[src/rtl/alu_pkg.sv]
`default_nettype none
//============================================================================
// Module   : alu_pkg
// Brief    : Shared widths, opcodes, FSM states and the result-entry layout
//            for the ALU command driver.
// Revision : 1.0 - initial release
//============================================================================
package alu_pkg;

    localparam int DATA_W = 8;

    localparam logic [1:0] OP_ADD  = 2'd0;
    localparam logic [1:0] OP_SUB  = 2'd1;
    localparam logic [1:0] OP_AND  = 2'd2;
    localparam logic [1:0] OP_RSVD = 2'd3;

    typedef enum logic [0:0] {
        ST_IDLE  = 1'b0,
        ST_DRIVE = 1'b1
    } state_t;

    // One queued response: {res, cf, err}, DATA_W+2 bits
    typedef struct packed {
        logic [DATA_W-1:0] res;
        logic              cf;
        logic              err;
    } rsp_entry_t;

    // Opcode 3 is reserved; everything else maps to a real ALU operation
    function automatic logic op_is_legal(input logic [1:0] op);
        return (op != OP_RSVD);
    endfunction

endpackage
`default_nettype wire

[src/rtl/rsp_fifo.sv]
`default_nettype none
//============================================================================
// Module   : rsp_fifo
// Brief    : Synchronous first-word-fall-through FIFO. The head entry is
//            presented whenever the FIFO is non-empty; the head reads as
//            zero while empty so downstream sees a clean bus after reset.
// Revision : 1.0 - initial release
//============================================================================
module rsp_fifo #(
    parameter int WIDTH = 10,
    parameter int DEPTH = 4
) (
    input  logic                     clk,
    input  logic                     rst,
    input  logic                     push,
    input  logic [WIDTH-1:0]         push_data,
    input  logic                     pop,
    output logic [WIDTH-1:0]         head_data,
    output logic                     head_valid,
    output logic [$clog2(DEPTH):0]   count
);

    localparam int                 c_PTR_W     = $clog2(DEPTH);
    localparam logic [c_PTR_W:0]   c_DEPTH_CNT = (c_PTR_W+1)'(DEPTH);

    logic [WIDTH-1:0]   r_mem [DEPTH];
    logic [c_PTR_W-1:0] r_wr_ptr;
    logic [c_PTR_W-1:0] r_rd_ptr;
    logic [c_PTR_W:0]   r_count;
    logic               w_pop;
    logic               w_push;

    // A pop on an empty FIFO is a no-op; a push is dropped only if full
    // with no simultaneous pop, which the producer never allows
    assign w_pop      = pop && (r_count != '0);
    assign w_push     = push && ((r_count != c_DEPTH_CNT) || w_pop);
    assign head_valid = (r_count != '0);
    assign head_data  = head_valid ? r_mem[r_rd_ptr] : '0;
    assign count      = r_count;

    // Storage write; contents need no reset since count gates visibility
    always_ff @(posedge clk) begin
        if (w_push) begin
            r_mem[r_wr_ptr] <= push_data;
        end
    end

    // Pointer and occupancy tracking; pointers wrap naturally (DEPTH is 2^n)
    always_ff @(posedge clk) begin
        if (rst) begin
            r_wr_ptr <= '0;
            r_rd_ptr <= '0;
            r_count  <= '0;
        end else begin
            if (w_push) begin
                r_wr_ptr <= r_wr_ptr + 1'b1;
            end
            if (w_pop) begin
                r_rd_ptr <= r_rd_ptr + 1'b1;
            end
            case ({w_push, w_pop})
                2'b10:   r_count <= r_count + 1'b1;
                2'b01:   r_count <= r_count - 1'b1;
                default: r_count <= r_count;
            endcase
        end
    end

endmodule
`default_nettype wire

[src/rtl/alu_cmd_driver.sv]
`default_nettype none
//============================================================================
// Module   : alu_cmd_driver
// Brief    : Accepts ALU commands over valid/ready, drives the combinational
//            ALU from registers, waits SETTLE_CYC cycles, captures res/cf
//            and queues the result in a FWFT FIFO for the consumer.
// Revision : 1.0 - initial release
//============================================================================
module alu_cmd_driver #(
    parameter int DATA_W     = alu_pkg::DATA_W,
    parameter int SETTLE_CYC = 1,
    parameter int DEPTH      = 4
) (
    input  logic                     clk,
    input  logic                     rst,
    input  logic                     cmd_valid,
    output logic                     cmd_ready,
    input  logic [DATA_W-1:0]        cmd_a,
    input  logic [DATA_W-1:0]        cmd_b,
    input  logic [1:0]               cmd_op,
    output logic [DATA_W-1:0]        alu_a,
    output logic [DATA_W-1:0]        alu_b,
    output logic [1:0]               alu_opsel,
    input  logic [DATA_W-1:0]        alu_res,
    input  logic                     alu_cf,
    output logic                     rsp_valid,
    input  logic                     rsp_ready,
    output logic [DATA_W-1:0]        rsp_res,
    output logic                     rsp_cf,
    output logic                     rsp_err,
    output logic                     busy,
    output logic [$clog2(DEPTH):0]   count
);

    import alu_pkg::*;

    localparam int                        c_CNT_W       = 4;
    localparam int                        c_ENTRY_W     = DATA_W + 2;
    localparam logic [c_CNT_W-1:0]        c_SETTLE_LOAD = c_CNT_W'(SETTLE_CYC - 1);
    localparam logic [$clog2(DEPTH):0]    c_DEPTH_CNT   = ($clog2(DEPTH)+1)'(DEPTH);

    state_t               r_state;
    state_t               w_state_next;
    logic [c_CNT_W-1:0]   r_settle;
    logic                 r_err;
    logic                 w_accept;
    logic                 w_push;
    logic [c_ENTRY_W-1:0] w_push_data;
    logic [c_ENTRY_W-1:0] w_head;

    assign cmd_ready = (r_state == ST_IDLE) && (count < c_DEPTH_CNT);
    assign w_accept  = cmd_valid && cmd_ready;
    assign busy      = (r_state == ST_DRIVE);

    // A reserved opcode produces a zero result flagged as an error
    assign w_push_data = r_err ? {{DATA_W{1'b0}}, 1'b0, 1'b1}
                               : {alu_res, alu_cf, 1'b0};

    // State register
    always_ff @(posedge clk) begin
        if (rst) begin
            r_state <= ST_IDLE;
        end else begin
            r_state <= w_state_next;
        end
    end

    // Next-state and push decode: capture happens when the settle count expires
    always_comb begin
        w_state_next = r_state;
        w_push       = 1'b0;
        case (r_state)
            ST_IDLE: begin
                if (w_accept) begin
                    w_state_next = ST_DRIVE;
                end
            end
            ST_DRIVE: begin
                if (r_settle == '0) begin
                    w_push       = 1'b1;
                    w_state_next = ST_IDLE;
                end
            end
            default: w_state_next = ST_IDLE;
        endcase
    end

    // ALU drive registers, settle counter and error latch; alu_* only move on accept
    always_ff @(posedge clk) begin
        if (rst) begin
            alu_a     <= '0;
            alu_b     <= '0;
            alu_opsel <= '0;
            r_settle  <= '0;
            r_err     <= 1'b0;
        end else if (w_accept) begin
            r_settle <= c_SETTLE_LOAD;
            r_err    <= !op_is_legal(cmd_op);
            if (op_is_legal(cmd_op)) begin
                alu_a     <= cmd_a;
                alu_b     <= cmd_b;
                alu_opsel <= cmd_op;
            end
        end else if ((r_state == ST_DRIVE) && (r_settle != '0)) begin
            r_settle <= r_settle - 1'b1;
        end
    end

    rsp_fifo #(
        .WIDTH (c_ENTRY_W),
        .DEPTH (DEPTH)
    ) u_rsp_fifo (
        .clk        (clk),
        .rst        (rst),
        .push       (w_push),
        .push_data  (w_push_data),
        .pop        (rsp_ready),
        .head_data  (w_head),
        .head_valid (rsp_valid),
        .count      (count)
    );

    assign {rsp_res, rsp_cf, rsp_err} = w_head;

endmodule
`default_nettype wire

[config.mk]
export PLATFORM = sky130hd
export DESIGN_NAME = alu_cmd_driver
export DESIGN_NICKNAME = d
export VERILOG_FILES = /design/src/rtl/alu_pkg.sv /design/src/rtl/rsp_fifo.sv /design/src/rtl/alu_cmd_driver.sv
export SDC_FILE = /design/constraint.sdc
export NUM_CORES = 1
export LEC_CHECK = 0
export ABC_AREA = 1
export ABC_CLOCK_PERIOD_IN_PS = 3000
export BUFFER_PORTS_ARGS = -buffer_cell sky130_fd_sc_hd__buf_2
export CAP_MARGIN = 20
export CORE_ASPECT_RATIO = 1.75
export CORE_MARGIN = 2
export CORE_UTILIZATION = 54
export DETAILED_ROUTE_END_ITERATION = 16
export GPL_TIMING_DRIVEN = 1
export HOLD_SLACK_MARGIN = 0.08
export PLACE_DENSITY = 0.91
export SLEW_MARGIN = 20
export SYNTH_ARGS = -nofsm -noshare
export SYNTH_HDL_FRONTEND = slang
export SYNTH_SLANG_ARGS = --single-unit
[constraint.sdc]
create_clock -name clk -period 3 [get_ports clk]
set_clock_uncertainty 0.15 [all_clocks]
set_input_delay 0.3 -clock clk [delete_from_list [all_inputs] [get_ports clk]]
set_output_delay 0.3 -clock clk [all_outputs]
set_load 0.1 [all_outputs]
# Word level (Yosys, flattened, before mapping)

Memory sizes are Yosys's and may differ from the RTL's. A register that Yosys moved wholly into a read port is not among the register bits.
Cells that the tools add are included.

Flip-flop bits (word level): 31
Bits in latches: 0
Bits in writable memories: 40
Bits in read-only memories: 0
Bits of input ports: 31
Output and inout port bits: 34
Logic and storage cells: 46
Memories kept: 1

Add/subtract/negate cells: 5
$mul: 0
Divide/modulo/power cells: 0
Magnitude comparators: 1
Eq/ne operators: 4
Shift-type cells: 0
Muxes and demuxes: 12
Bitwise logic cells: 1
Reductions and logical operators: 13

Memory list:

| name             | words | width | read ports | clocked after memory_dff | write ports | line           | text |
|---|---|---|---|---|---|---|---|
| u_rsp_fifo.r_mem | 4     | 10    | 1          | 1                        | 1           | rsp_fifo.sv:26 | `logic [WIDTH-1:0] r_mem [DEPTH];` |

Operator list:

| cell                                               | count |
|---|---|
| 2-to-1 mux 10 bit                                  | 2 |
| 2-to-1 mux 1 bit                                   | 6 |
| one-hot mux 3 bit (2 select lines)                 | 1 |
| logical AND 1 bit                                  | 5 |
| adder 2 x 1 -> 2 bit (second input constant)       | 2 |
| zero test 4 bit                                    | 1 |
| 2-to-1 mux 2 bit                                   | 2 |
| nonzero test 4 bit                                 | 1 |
| subtractor 4 x 1 -> 4 bit (second input constant)  | 1 |
| adder 3 x 1 -> 3 bit (second input constant)       | 1 |
| less-than comparator 3 bit (second input constant) | 1 |
| inequality test 3 bit (second input constant)      | 1 |
| nonzero test 3 bit                                 | 1 |
| subtractor 3 x 1 -> 3 bit (second input constant)  | 1 |
| == test 2 x 1 -> 1 bit (second input constant)     | 1 |
| == test 2 bit (second input constant)              | 1 |
| inequality test 2 bit (second input constant)      | 1 |
| one-hot mux 1 bit (2 select lines)                 | 1 |
| AND reduction 2 bit                                | 1 |
| nonzero test 2 bit                                 | 1 |
| OR reduction 2 bit                                 | 1 |
| zero test 1 bit                                    | 1 |
| logical OR 1 bit                                   | 1 |
| NOT 1 bit                                          | 1 |

# Longest topological paths before layout

Gate-level depths: netlist of the first run.

Depth in word-level cells: 6
Mapped depth: 13
Mapped depth without buffers: 13

# Cells and area by module

A second synthesis of the first run with hierarchy kept.

Cells, all modules: 324
Area total of the unflattened synthesis: 3143.0 um^2

Modules (own cells, without submodules):

| module         | instances | cells each | area each (um^2) | sequential area each (um^2) |
|---|---|---|---|---|
| rsp_fifo       | 1         | 183        | 2054.5           | 1381.3 |
| alu_cmd_driver | 1         | 141        | 1088.5           | 480.5 |

# Worst setup path after synthesis of the first run

OpenSTA, ideal clock, no wires.

Kind: register to output
Start: register u_rsp_fifo.r_count[2] (netlist: u_rsp_fifo.count[2])
End: output port rsp_cf
Arrival: 3882 ps
Required time: 2550 ps
Slack: -1332 ps
Stages on the path, launching flop included: 5
Path buffers: 0
Path through: dfxtp_1 -> inv_1 -> nand2_1 -> clkinv_1 -> a21oi_1

Word-level cells in the longest chain between the ends: 2

Ends and longest elaborated chain:

| element                | line                 | text |
|---|---|---|
| from (decl)            | rsp_fifo.sv:29       | `logic [c_PTR_W:0] r_count;` |
| from (signal assigned) | rsp_fifo.sv:62       | `2'b10: r_count <= r_count + 1'b1;` |
| from (signal assigned) | rsp_fifo.sv:63       | `2'b01: r_count <= r_count - 1'b1;` |
| from (signal assigned) | rsp_fifo.sv:64       | `default: r_count <= r_count;` |
| nonzero test 3 bit     | rsp_fifo.sv:37       | `assign head_valid = (r_count != '0);` |
| named net rsp_valid    | alu_cmd_driver.sv:26 | `output logic rsp_valid,` |
| 2-to-1 mux 10 bit      | rsp_fifo.sv:38       | `assign head_data = head_valid ? r_mem[r_rd_ptr] : '0;` |
| to (decl)              | alu_cmd_driver.sv:29 | `output logic rsp_cf,` |

The timed path passes the listed nets, and every way through them passes these cells.

==> flow_metrics.py, run 1 <==
metrics = {
    "run_status": {
        "status": "complete, no violations",
    },
    "yosys": {
        "ys_ff_latch": 73,
        "synth.top_cell.area_share": 0.392,
        "syn_area_um2": 3060,
        "synth_nets": 370,
        "synth_top_cell_by_area": "edfxtp_1",
        "ys_warn_count": 0,
        "synth_cell_types": 23,
        "syn_area_per_cell_um2": 9.25,
        "synthCells": 331,
        "synthTopCellsByArea": "edfxtp_1 39%, dfxtp_1 22%, nor2_1 8.7%",
        "ys_seq_area_frac": 0.608,
    },
    "sta": {
        "max_slew_margin": 0.593,
        "rsz0062_at_grt": "no",
        "tns_ns": 0,
        "min_period_ns": 2.63,
        "setup_violations": 0,
        "fmax_ghz": 0.380,
        "slew_violations": 0,
        "hold_viol": 0,
        "fin_crit_sh": 0.877,
        "worst_slew_pin_slew_ns": 0.610,
    },
    "floorplanning": {
        "core_area_um2": 5540,
        "initial_core_util": 0.553,
        "die_area_um2": 6310,
        "die_h_um": 104,
        "die_w_um": 60.9,
        "pin_count": 65,
        "rows": 36,
    },
    "detailed_routing": {
        "drtPass1Iterations": 5,
        "postRouteAntennaNets": 0,
        "drc": 0,
        "drt_iter0_drc": 120,
        "wirelength_um": 7900,
        "wl_per_cell_um": 15.9,
        "via_count": 2606,
        "drt-vias-per-instance": 5.23,
    },
    "place": {
        "gp_congestion": 0.719,
        "placed_area_um2": 3570,
        "hpwl_um": 4720,
        "dp_cells": 465,
        "io_buffers": 64,
    },
    "critical_path": {
        "cp_max_fo": 11,
        "crit_required_ns": 2.55,
        "worst_path_max_delay_cell": "dfxtp_1",
        "slowest_delay_ns": 0.54,
        "worst-path-buf-inv": 2,
        "start_kind": "flip-flop",
        "cp-end-kind": "output port",
        "cp.arrival_ns": 2.18,
        "worstPathCellList": "clkinv_1, nor2_1, o21ai_0, a21oi_4, buf_2",
        "cp_top_family": "buffers and inverters",
        "criticalPathCategory": "reg -> out",
    },
    "pwr": {
        "p_leak_uw": 0.00168,
        "peakVddDrop_mv": 1.29,
        "powerDensity_nw_per_um2": 1050,
        "total_power_uw": 4180,
    },
    "clocking": {
        "numCtsBuffers": 9,
        "root_buffer": "clkbuf_8",
        "cts_tree": "done",
        "cts_setup_buffers": 0,
        "clk_pin_slew_worst_paths_ns": 0.07,
        "cts_sinks": 73,
        "clk_path_buf_depth": 2,
        "cts_htree_levels": 3,
        "clock_latency_ns": 0.34,
    },
    "grt": {
        "grt_antenna_before_repair": 0,
        "grt_first_pass_wirelength_um": 12400,
        "grt_usage": 0.268,
        "grt_overflow": 0,
        "first_global_vias": 2689,
        "grt_start_max_net_pins": 23,
    },
    "final_layout": {
        "syn2layout_area_growth_pct": 29.8,
        "fin_nets": 456,
        "stdcell_area_um2": 3970,
        "n_antenna_cell": 0,
        "finalNonFillerCells": 498,
        "postLayoutCoreUtil": 0.717,
        "drive_gt1_frac": 0.270,
    },
    "job": {
        "drv_cap": 0,
    },
    "worst_hold_path": {
        "hold_path.class": "in -> reg",
    },
}
==> worst reg2reg max path, cell delays in order (launching register included) <==
cell     delay [ns]
dfxtp_1        0.33
inv_1          0.09
ha_1           0.24
nand3_1        0.10
nor2_1         0.09
inv_1          0.15
ha_1           0.17
inv_1          0.06
fa_1           0.39
or2_2          0.30
nand2_1        0.09
nand2_1        0.05
nand2_1        0.05
nor2_1         0.04
==> report_power, final <==
| group | internal [uW] | total (uW) | switching, uW |
|---|---|---|---|
| registers | 1170 | 1250 | 85.2 |
| clock network | 469 | 827 | 358 |
| logic | 371 | 2100 | 1730 |
==> routing by layer <==
metal	vias up	share of wire	global-route usage
met4	0	0.040	0.116
met1	1243	0.35	0.277
met2	102	0.56	0.485
met3	32	0.047	0.0599
met5	-	0	0
li1	1229	-	-
==> worst paths after layout <==
path	startpoint	endpoint	slack, ns	cells past startpoint
worst max register to register	r_settle[0]	u_rsp_fifo.count[2]	0.59	13
worst max-delay path	flip-flop	rsp_res[2]	0.37	5
worst min register to register	r_settle[0]	r_settle[0]	0.32	2
worst min-delay path	cmd_op[0]	alu_opsel[0]	0.10	3
==> synthesized netlist by cell type <==
cell type,instances
nor2_2,1
edfxtp_1,40
or2_2,1
clkbuf_1,5
a21oi_1,27
clkinv_1,2
inv_1,33
buf_2,3
dfxtp_1,33
o21ai_0,22
inv_2,1
fa_1,1
xor2_1,2
buf_1,1
nor2_1,71
nor2_4,1
ha_1,7
nand2_2,1
nand2_1,65
o21ai_1,1
nand3_1,2
a21oi_2,9
buf_6,2
==> layout make-up <==
class / instances / area (um^2)
sequential: 73 / 1870
fill: 384 / 1570
multi-input combinational: 211 / 1120
timing repair buffer: 86 / 528
clock buffer: 14 / 215
inverter: 36 / 136
tap: 76 / 95.1
clock inverter: 2 / 13.8
==> logic make-up (layout without fill, tap and decap cells) <==
family / count (synthesis) / after routing / share of synthesized area
xor gates and xnor gates: 2 / 2 / 0.00572
AOI/OAI and AO/OA: 59 / 59 / 0.107
DFF: 73 / 73 / 0.608
adders and majority gates: 8 / 8 / 0.0351
and+or+nand+nor: 142 / 142 / 0.180
buffers and inverters: 47 / 138 / 0.0637
==> metrics by stage <==
stage | worst slack, ns | hold WS [ns]
global placement | 0.702 | 0.297
global route | 0.131 | 0.0864
finish | 0.368 | 0.104
CTS | 0.307 | 0.0803
detailed placement | 0.629 | 0.304
floorplan | 0.165 | 0.294
==> registers in the layout, summed over array words and instances (netlist names), named ones only <==
| register | flops |
|---|---|
| alu_opsel | 2 |
| u_rsp_fifo.r_rd_ptr | 2 |
| alu_a | 8 |
| u_rsp_fifo.r_wr_ptr | 2 |
| r_settle | 4 |
| u_rsp_fifo.count | 3 |
| u_rsp_fifo.r_mem | 40 |
| busy | 1 |
| alu_b | 8 |
| r_err | 1 |
==> cell usage in the layout, fill, tap and decap left out, drive strengths merged <==
master,netlist,layout
edfxtp,40,40
buf,6,69
dfxtp,33,33
inv,34,34
clkbuf,5,14
ha,7,7
dlygate4sd3,0,17
a21oi,36,36
clkinv,2,4
nor2,73,73
fa,1,1
nand3,2,2
nand2,66,66
xor2,2,2
o21ai,23,23
or2,1,1
==> timing repair <==
| item | 4_1_cts | 5_1_grt |
|---|---|---|
| hold endpoints to repair | 17 | 0 |
| hold buffers | 17 | 0 |
| gates resized for setup | 0 | 0 |
| setup endpoints to repair | 0 | 0 |
(Power assumes the default switching activity.)
==> run 2: changes to the inputs <==
Settings changed: CORE_ASPECT_RATIO 1.75 to 0.8, REMOVE_ABC_BUFFERS from default to 1.
==> flow_metrics.py, run 2 (same netlist as run 1, synthesis figures left out) <==
metrics = {
    "run_status": {
        "status": "complete, no violations",
    },
    "place": {
        "io_buffers": 64,
        "hpwl_um": 4260,
        "dp_slack_ns": 0.667,
        "gp_congestion": 0.820,
    },
    "sta": {
        "setup_violations": 0,
        "fmax_ghz": 0.386,
        "min_period_ns": 2.59,
        "fin_crit_sh": 0.863,
        "rsz0062_at_grt": "no",
        "hold_viol": 0,
        "slew_violations": 0,
        "worst_slew_pin_slew_ns": 0.534,
        "fin_ws_ns": 0.411,
        "tns_ns": 0,
        "max_slew_margin": 0.643,
    },
    "clocking": {
        "cts_setup_buffers": 0,
        "clk_path_buf_depth": 2,
        "cts_htree_levels": 3,
        "clock_latency_ns": 0.34,
        "cts_tree": "done",
        "root_buffer": "clkbuf_8",
        "cts_sinks": 73,
        "numCtsBuffers": 9,
        "hold_buffers": 18,
        "cts_resized": 0,
        "clk_pin_slew_worst_paths_ns": 0.07,
    },
    "detailed_routing": {
        "wl_met2_um": 3080,
        "drt-met1-wl_um": 2930,
        "wl_per_cell_um": 13.1,
        "postRouteAntennaNets": 0,
        "via_count": 2449,
        "drc": 0,
        "maxUsedRoutingLayer": "met4",
        "drt-vias-per-instance": 4.89,
        "drt_iter0_drc": 176,
        "wirelength_um": 6570,
        "drtPass1Iterations": 5,
        "wl_met3_um": 511,
    },
    "grt": {
        "grt_usage": 0.226,
        "grt_start_max_net_pins": 23,
        "grt_antenna_before_repair": 0,
        "first_global_vias": 2385,
        "grt_overflow": 0,
        "grt_first_pass_wirelength_um": 10800,
    },
    "critical_path": {
        "cp-end-kind": "output port",
        "criticalPathCategory": "reg -> out",
        "crit_required_ns": 2.55,
        "cp_max_fo": 11,
        "start_kind": "flip-flop",
        "cp.arrival_ns": 2.14,
    },
    "final_layout": {
        "final_cell_mix": "71 x nor2_1, 65 x nand2_1, 64 x buf_2",
        "largest_reg_flops": 40,
        "n_antenna_cell": 0,
        "fillers": 394,
        "drive_gt1_frac": 0.229,
        "final_common_cell": "nor2_1",
        "fin_nets": 457,
        "syn2layout_area_growth_pct": 25.9,
        "top_regs": "u_rsp_fifo.r_mem: 40 flops, alu_a: 8 flops, alu_b: 8 flops",
        "top_register": "u_rsp_fifo.r_mem",
    },
    "pwr": {
        "powerDensity_nw_per_um2": 1030,
        "p_leak_uw": 0.00166,
        "peakVddDrop_mv": 0.490,
    },
    "job": {
        "drv_cap": 0,
    },
    "worst_hold_path": {
        "hold_path.class": "in -> reg",
    },
    "floorplanning": {
        "die_area_um2": 6290,
        "initial_core_util": 0.560,
        "rows": 24,
        "die_w_um": 88.2,
        "pin_count": 65,
        "core_area_um2": 5470,
        "die_h_um": 71.4,
    },
}
run 2: power by group:
part	total [uW]	internal, uW	switching (uW)
sequential	1250	1160	83.7
combinational	1880	302	1580
clock	831	471	360
run 2: per-layer routing:
metal	vias up	global-route usage
met5	-	0
met2	87	0.372
met3	11	0.0887
li1	1233	-
met1	1118	0.281
met4	0	0.0556
run 2: stage by stage:
stage / instance area (um^2) / hold WS [ns] / util / instances / power, uW
floorplan: 3000 / 0.212 / - / 320 / 2810
CTS: 3850 / 0.111 / 0.705 / 501 / 3980
global placement: 3460 / 0.297 / 0.633 / 467 / 3100
finish: 3850 / 0.128 / 0.705 / 501 / 3960
global route: 3850 / 0.115 / 0.705 / 501 / 4140
detailed placement: 3460 / 0.305 / 0.633 / 467 / 3130
run 2: critical path, stage by stage (launching register included):
cell and delay [ns]:
dfxtp_1 0.54, clkinv_1 0.36, nor2_1 0.21, o21ai_0 0.10, a21oi_1 0.14, buf_2 0.45
run 2: area by class of cell:
cell class | count | area, um^2 | share of cell area
multi-input combinational | 211 | 1000 | 0.261
timing repair buffer | 87 | 538 | 0.140
clock buffer | 10 | 128 | 0.0331
tap | 78 | 97.6 | 0.0253
clock inverter | 6 | 88.8 | 0.0231
inverter | 36 | 135 | 0.0351
sequential | 73 | 1860 | 0.483
run 2: worst paths after layout:
check              start             endpoint  slack [ns]  cells after the start
min            cmd_valid                 busy        0.13                      3
max reg2reg  r_settle[0]  u_rsp_fifo.count[2]        0.64                     13
min reg2reg     alu_a[1]             alu_a[1]        0.32                      2
max            flip-flop           rsp_res[2]        0.41                      5
==> run 3: changes to the inputs <==
Settings changed: CORE_UTILIZATION 54 to 56, CTS_BUF_LIST from default to sky130_fd_sc_hd__clkbuf_4 sky130_fd_sc_hd__clkbuf_8, PLACE_DENSITY 0.91 to 0.82, RECOVER_POWER from default to 50.
==> flow_metrics.py, run 3 (same netlist as run 1, synthesis figures left out) <==
metrics = {
    "pwr": {
        "p_int_uw": 1990,
        "p_leak_uw": 0.00160,
        "p_sw_uw": 2000,
        "seqPwrFrac": 0.312,
        "peakVddDrop_mv": 0.487,
        "clockPowerShare": 0.217,
        "switching_share": 0.502,
        "combinationalPowerShare": 0.470,
        "powerDensity_nw_per_um2": 1040,
        "total_power_uw": 3990,
    },
    "floorplanning": {
        "core_area_um2": 5380,
        "die_area_um2": 6080,
        "die_h_um": 70.1,
        "rows": 24,
        "initial_core_util": 0.570,
        "pin_count": 65,
        "die_w_um": 86.7,
    },
    "final_layout": {
        "fin_nets": 458,
        "syn2layout_area_growth_pct": 25.0,
        "final_common_cell": "nor2_1",
        "top_register": "u_rsp_fifo.r_mem",
        "top_regs": "u_rsp_fifo.r_mem: 40 flops, alu_a: 8 flops, alu_b: 8 flops",
        "n_antenna_cell": 0,
        "final_cell_mix": "72 x nor2_1, 65 x nand2_1, 43 x buf_2",
        "drive_gt1_frac": 0.184,
        "largest_reg_flops": 40,
    },
    "critical_path": {
        "worstPathCellList": "clkinv_1, nor2_1, o21ai_0, a21oi_1, buf_2",
        "start_kind": "flip-flop",
        "rrSetupSlack_ns": 0.58,
        "slowest_delay_ns": 0.55,
        "cp.arrival_ns": 2.28,
        "cp_max_fo": 11,
        "crit_required_ns": 2.55,
        "criticalPathCategory": "reg -> out",
        "reg2reg_from": "u_rsp_fifo.count[2]",
        "reg2reg_depth": 6,
        "worst_path_max_delay_cell": "dfxtp_1",
        "cp-end-kind": "output port",
        "reg2reg_to": "alu_a[6]",
    },
    "detailed_routing": {
        "drc": 0,
        "drt_iter0_drc": 104,
        "postRouteAntennaNets": 0,
        "drt-vias-per-instance": 4.99,
        "wirelength_um": 6660,
        "drtPass1Iterations": 4,
        "wl_per_cell_um": 13.6,
        "via_count": 2440,
    },
    "grt": {
        "first_global_vias": 2426,
        "grt_usage": 0.241,
        "grt_first_pass_wirelength_um": 11000,
        "grt_antenna_before_repair": 0,
        "grt_start_max_net_pins": 23,
        "grt_overflow": 0,
    },
    "sta": {
        "worst_slew_pin_slew_ns": 1.26,
        "max_slew_margin": 0.154,
        "slew_violations": 0,
        "fin_crit_sh": 0.909,
        "min_period_ns": 2.73,
        "fmax_ghz": 0.367,
        "hold_viol": 0,
        "tns_ns": 0,
        "fin_ws_ns": 0.273,
        "rsz0062_at_grt": "no",
        "setup_violations": 0,
    },
    "worst_hold_path": {
        "min_path_cells": 3,
        "hold_path.class": "in -> reg",
        "hp-start": "cmd_valid",
        "holdPathEnd": "busy",
    },
    "clocking": {
        "clk_pin_slew_worst_paths_ns": 0.07,
        "cts_tree": "done",
        "root_buffer": "clkbuf_8",
        "cts_htree_levels": 3,
        "numCtsBuffers": 9,
        "cts_sinks": 73,
        "cts_setup_buffers": 0,
        "clock_latency_ns": 0.34,
        "clk_path_buf_depth": 2,
    },
    "place": {
        "io_buffers": 64,
        "gp_congestion": 0.709,
        "dp_slack_ns": 0.654,
        "hpwl_um": 4400,
    },
    "job": {
        "drv_cap": 0,
    },
    "run_status": {
        "status": "complete, no violations",
    },
}
## run 3: cell count changes in the layout (fill, tap and decap cells not counted)
| cell | delta |
|---|---|
| buf_2 | -21 |
| clkinv_1 | -1 |
| clkbuf_8 | +2 |
| buf_4 | +1 |
| nor2_4 | -1 |
| inv_6 | -2 |
| nor2_1 | +1 |
| clkbuf_1 | +20 |
| clkinvlp_4 | -1 |
| clkbuf_4 | +2 |
| clkinv_2 | +1 |
## run 3: worst max-delay path, delay by kind of cell (launching register included)
| kind | cells | cell delay, ns |
|---|---|---|
| buf+inv | 2 | 0.84 |
| simple gates | 1 | 0.24 |
| compound gates | 2 | 0.31 |
| flops | 1 | 0.55 |
## run 3: final cells by class
class / instances / area (um^2)
inverter: 36 / 135
sequential: 73 / 1860
fill: 409 / 1550
timing repair buffer: 88 / 519
clock buffer: 13 / 166
clock inverter: 3 / 65.1
multi-input combinational: 211 / 997
tap: 65 / 81.3
## run 3: worst max path at each step
stage	from	to	slack, ns	cells after the start
floorplan	u_rsp_fifo.count[2]	rsp_cf	-1.33	4
global placement	r_settle[0]	u_rsp_fifo.count[2]	0.70	13
detailed placement	r_settle[0]	u_rsp_fifo.count[2]	0.65	13
CTS	flip-flop	rsp_res[5]	0.28	5
global route	flip-flop	rsp_res[5]	0.12	5
finish	flip-flop	rsp_res[5]	0.27	5
## run 3: power groups by stage
stage | sequential (uW) | clock, uW | combinational [uW]
finish | 1250 | 867 | 1880
global route | 1260 | 926 | 1990
CTS | 1250 | 881 | 1890
detailed placement | 1260 | 0 | 1860
global placement | 1260 | 0 | 1840
floorplan | 1580 | 0 | 1220
## run 3: what timing repair did
action | 4_1_cts | 5_1_grt
endpoints found under the hold margin | 18 | 0
endpoints found under the setup margin | 0 | 0
hold buffers | 18 | 0
gates resized for setup | 0 | 0
## run 3: stage by stage
step | cells | hold WS [ns] | instance area, um^2 | utilization
final | 489 | 0.101 | 3830 | 0.712
after global routing | 489 | 0.0814 | 3830 | 0.712
after floorplan | 320 | 0.212 | 3000 | -
after global placement | 455 | 0.296 | 3450 | 0.642
after detailed placement | 455 | 0.299 | 3450 | 0.642
after CTS | 489 | 0.128 | 3860 | 0.718
## run 3: metal layers
layer  up-vias  global-route usage  wire length (um)
met2        90               0.410              3250
met4         0              0.0677                79
li1       1239                   -                 -
met3         7              0.0922               448
met5         -                   0                 0
met1      1104               0.284              2880
